**src/rtl/aes_round_sequencer.sv**
```systemverilog
// aes_round_sequencer: iterative AES-128 controller owning the cipher state register, fetching round
// keys over req/valid and applying AddRoundKey around an external combinational round datapath.
module aes_round_sequencer #(
    parameter int NR = 10
) (
    input  logic         clk,
    input  logic         reset,
    input  logic         in_valid,
    output logic         in_ready,
    input  logic [127:0] data_in,
    output logic         rk_req,
    output logic [3:0]   rk_idx,
    input  logic         rk_valid,
    input  logic [127:0] rk_data,
    output logic [127:0] dp_state,
    output logic         dp_final,
    input  logic [127:0] dp_result,
    output logic         out_valid,
    input  logic         out_ready,
    output logic [127:0] data_out,
    input  logic         flush,
    output logic         busy,
    output logic [3:0]   round
);
    typedef enum logic [1:0] {IDLE, KEY0, ROUND, DONE} state_t;
    state_t state, state_nx;
    logic [127:0] sreg, sreg_nx;
    logic [3:0] rnd, rnd_nx;
    logic last;
    assign last = rnd == 4'(NR);
    always_ff @(posedge clk or posedge reset) begin
        if (reset) begin
            state <= IDLE;
            sreg <= '0;
            rnd <= '0;
        end else begin
            state <= state_nx;
            sreg <= sreg_nx;
            rnd <= rnd_nx;
        end
    end
    // flush overrides every handshake; the state register is deliberately left as is
    always_comb begin
        state_nx = state;
        sreg_nx = sreg;
        rnd_nx = rnd;
        if (flush) begin
            state_nx = IDLE;
            rnd_nx = '0;
        end else begin
            case (state)
                IDLE: if (in_valid) begin
                    state_nx = KEY0;
                    sreg_nx = data_in;
                    rnd_nx = '0;
                end
                KEY0: if (rk_valid) begin
                    state_nx = ROUND;
                    sreg_nx = sreg ^ rk_data;
                    rnd_nx = 4'd1;
                end
                ROUND: if (rk_valid) begin
                    state_nx = last ? DONE : ROUND;
                    sreg_nx = dp_result ^ rk_data;
                    rnd_nx = last ? rnd : rnd + 4'd1;
                end
                DONE: if (out_ready) begin
                    state_nx = IDLE;
                    rnd_nx = '0;
                end
            endcase
        end
    end
    assign in_ready = state == IDLE;
    assign busy = state != IDLE;
    assign rk_req = state == KEY0 || state == ROUND;
    assign rk_idx = state == ROUND ? rnd : 4'd0;
    assign dp_final = state == ROUND && last;
    assign out_valid = state == DONE;
    assign dp_state = sreg;
    assign data_out = sreg;
    assign round = rnd;
endmodule

```
**config.mk**
```make
export PLATFORM = sky130hd
export DESIGN_NAME = aes_round_sequencer
export DESIGN_NICKNAME = d
export VERILOG_FILES = /design/src/rtl/aes_round_sequencer.sv
export SDC_FILE = /design/constraint.sdc
export NUM_CORES = 1
export LEC_CHECK = 0
export BUFFER_PORTS_ARGS = -buffer_cell sky130_fd_sc_hd__buf_2
export CAP_MARGIN = 20
export CORE_AREA = 2 2 257 259
export DETAILED_ROUTE_END_ITERATION = 10
export DIE_AREA = 0 0 259 261
export PLACE_DENSITY_LB_ADDON = 0.25
export SETUP_SLACK_MARGIN = 0.05
export SLEW_MARGIN = 25
export SYNTH_ARGS = -nofsm -noshare
export SYNTH_HDL_FRONTEND = slang
export SYNTH_SLANG_ARGS = --single-unit
```
**constraint.sdc**
```tcl
create_clock -name clk -period 4.31 [get_ports clk]
set_input_delay 0.431 -clock clk [delete_from_list [all_inputs] [get_ports clk]]
set_output_delay 0.431 -clock clk [all_outputs]
set_load 0.02 [all_outputs]
```
==> results.md <==
- Combinational share of power: 64.9%
- Synthesized flop and latch total: 134
- Internal power: 5.55 mW
- Crit path buf inv count: 3
- FMAX: 327 MHz
- Vias per cell: 4.49
- RSZ-0062 raised after global routing: false
- Required time worst endpoint: 3880 ps
- Clock slew at reported path FFs: 60 ps
- Final std cells w/o fill: 2525
- LEAKAGE: 6.65 nW
- Outcome: finished, final reports clean
- CTS Buf Count: 17
- Final Power: 12.1 mW
- Fillers: 7212
- Die extent in x: 259 µm
- DPL Wire Length: 34.4 mm
- Arrival time of the worst setup path: 2630 ps
- Ports: 659
- Pre-CTS setup slack: 1560 ps
- Max VDD drop: 0.343 mV
- Net switching power: 6.52 mW
- DR vias: 11300
- GRT overflow: 0
- Syn nets: 1608
- PostCTS Resize Cnt: 0
- Slew @ Worst Pin: 960 ps
- Initial drt markers: 490
- Clk sinks: 134
- Clock tree from TritonCTS: built
- Startpoint types: flip-flop
- Fraction of power spent switching nets: 54.0%
- Crit path max fanout: 68
- Crit-path max cell delay: 850 ps
- TritonRoute pass-1 iters: 5
- Worst-Skew Late Latency: 480 ps
- Cell Area, Synth: 11300 µm²
- Post-CTS Hold Buffers: 0
- Die area: 67600 µm²
- Hold crit path type: in -> async
- WS Path Type: reg -> out
- Vias in the first global route: 11400
- Core footprint: 65000 µm²
- PortBufs: 658
- Root Buffer Master: clkbuf_16
- Fin. Hold Viols: 0
- Total track usage: 13.7%
- Final setup TNS: 0 ps
- Reg power frac: 21.8%
- CP Capture Type: output pin
- Die height: 261 µm
- Tcrit/Tclk final: 71.0%
- Post-route setup slack: 1250 ps
- Largest net degree at the start of global routing: 109
- Clk buf depth: 2
- Setup-failing EPs final: 0
- Sequence of cells on the critical path: inv_1, ha_4, buf_12, buf_2
- Avg WL per Cell: 19.2 µm
- Post-Place Cells: 2492
- Footprint of the multi-input gates: 6360 µm²
- Power share of the clock group: 13.3%
- Drc violations: 0
- Initial antenna violation count: 9
- Setup bufs post-CTS: 0
- Final min period: 3060 ps
- Layout Skew: 12.6 ps
- First-pass GRT wire length: 71.1 mm
- Post-synth cell types: 36
- Mapped Cells: 1211
- Starting Density: 17.3%
- Syn avg cell area: 9.29 µm²
- CP max stage cell: ha_4
- Max-slew violations: 0
- Ys Warns: 0
- Register Area: 3350 µm²
- Family with the most delay on the worst path: adder cells
- Layout Nets: 2044
- Slew margin rel.: 36.0%
- Layout Area Growth over Synthesis: 32.6%
- Row Count: 94
- Post-Route WL: 48.6 mm
- Power Density: 809 nW/µm²
- Share of cells above drive strength 1: 43.1%
- H-tree Lvls: 4
- Routed Antenna Nets: 0
- Sequential area share after synthesis: 29.8%
- GPL Wtd Cong: 0.786
- Max_cap viols: 0
cell usage in the layout, fill, tap and decap left out, types with 2 or more instances in the layout:
master | synthesis | final
buf_2 | 33 | 658
clkinv_4 | 0 | 4
buf_6 | 8 | 3
nor2b_1 | 133 | 133
buf_4 | 135 | 9
inv_1 | 5 | 4
dfrtp_1 | 134 | 134
ha_1 | 7 | 5
ha_4 | 0 | 2
xor2_1 | 128 | 128
nor3_1 | 2 | 2
diode_2 | 0 | 2
o31ai_1 | 129 | 129
buf_12 | 0 | 5
bufinv_16 | 0 | 4
nand4_1 | 130 | 130
o211ai_1 | 128 | 128
nand2b_1 | 4 | 3
and2_1 | 4 | 4
clkinv_2 | 0 | 4
clkbuf_16 | 0 | 17
mux2i_1 | 129 | 129
nand3_1 | 2 | 2
synth_stat cells:
cell type,n,share of area (%)
or4_1,1,0.067
mux2i_1,129,11
o221ai_1,1,0.078
a32o_1,1,0.089
xor2_1,128,10
or2_1,1,0.056
nor4_1,1,0.056
buf_6,8,0.80
nor3_1,2,0.089
clkbuf_1,76,2.5
nand3_1,2,0.089
o21ba_1,1,0.089
nor2b_1,133,7.4
nor4_4,1,0.19
nor2_1,1,0.033
buf_4,135,9.0
and2b_1,1,0.067
o211ai_1,128,8.5
nand2b_1,4,0.22
a211oi_1,1,0.067
o31ai_1,129,8.6
nand4_1,130,7.2
o21ai_0,1,0.044
mux2_1,1,0.10
buf_1,6,0.20
ha_1,7,0.78
dfrtp_1,134,30
o21bai_4,1,0.17
a21oi_1,1,0.044
o2111ai_1,1,0.078
buf_2,33,1.5
inv_1,5,0.17
and2_1,4,0.22
nand2_1,1,0.033
or3b_1,1,0.078
and4b_1,1,0.089
logic make-up after synthesis:
logic type	after synthesis	share of synthesized area, %
flops	134	29.8
fa+ha+maj	7	0.778
mux	130	11.6
simple gates	284	15.9
buf+inv	263	14.2
xor+xnor	128	9.96
compound gates	265	17.8
routing by layer:
metal	routed length (µm)	vias up	global-route usage (%)	share of wire [%]
met5	97	-	0	0.20
met4	1240	14	5.60	2.5
met3	2750	62	2.98	5.7
met2	25300	428	24.3	52
met1	19200	5588	16.1	40
li1	-	5235	-	-
layout make-up:
cell class	instances	area share, %
tap	864	7.24
sequential	134	22.5
multi-input combinational	814	42.6
inverter	5	0.159
clock buffer	18	2.88
antenna	2	0.0335
clock inverter	13	1.22
timing repair buffer	675	23.4
sequential cells by signal, summed over array words and instances, names as in the netlist:
signal	cells
data_out	128
round	4
state	2
power groups by stage:
stage / clock network, mW / logic [mW] / registers, mW
floorplan: 0 / 5.45 / 3.11
global placement: 0 / 7.91 / 2.63
detailed placement: 0 / 7.94 / 2.66
CTS: 1.66 / 7.96 / 2.65
global route: 1.71 / 8.53 / 2.73
finish: 1.60 / 7.83 / 2.63
worst paths after layout:
check                           cells after the start             to  slack (ps)    startpoint
worst max-delay path                                4         rk_req        1250      state[1]
min in group clk                                    3  data_out[101]         270  rk_data[101]
worst min-delay path                                2   data_out[59]          40         reset
max in group asynchronous                           3    data_out[3]        3250         reset
worst min register to register                      2   data_out[26]         580  data_out[26]
worst max register to register                      7   data_out[78]        1530      state[0]
stage by stage:
step	utilization (%)	hold slack, ps	instance area, µm²
2_1_floorplan	-	572	11300
3_3_place_gp	22.0	549	14300
3_5_place_dp	22.0	576	14300
4_1_cts	22.9	100	14900
5_1_grt	22.9	98.0	14900
6_report	22.9	42.4	14900
Power figures use the tool's default switching activity.
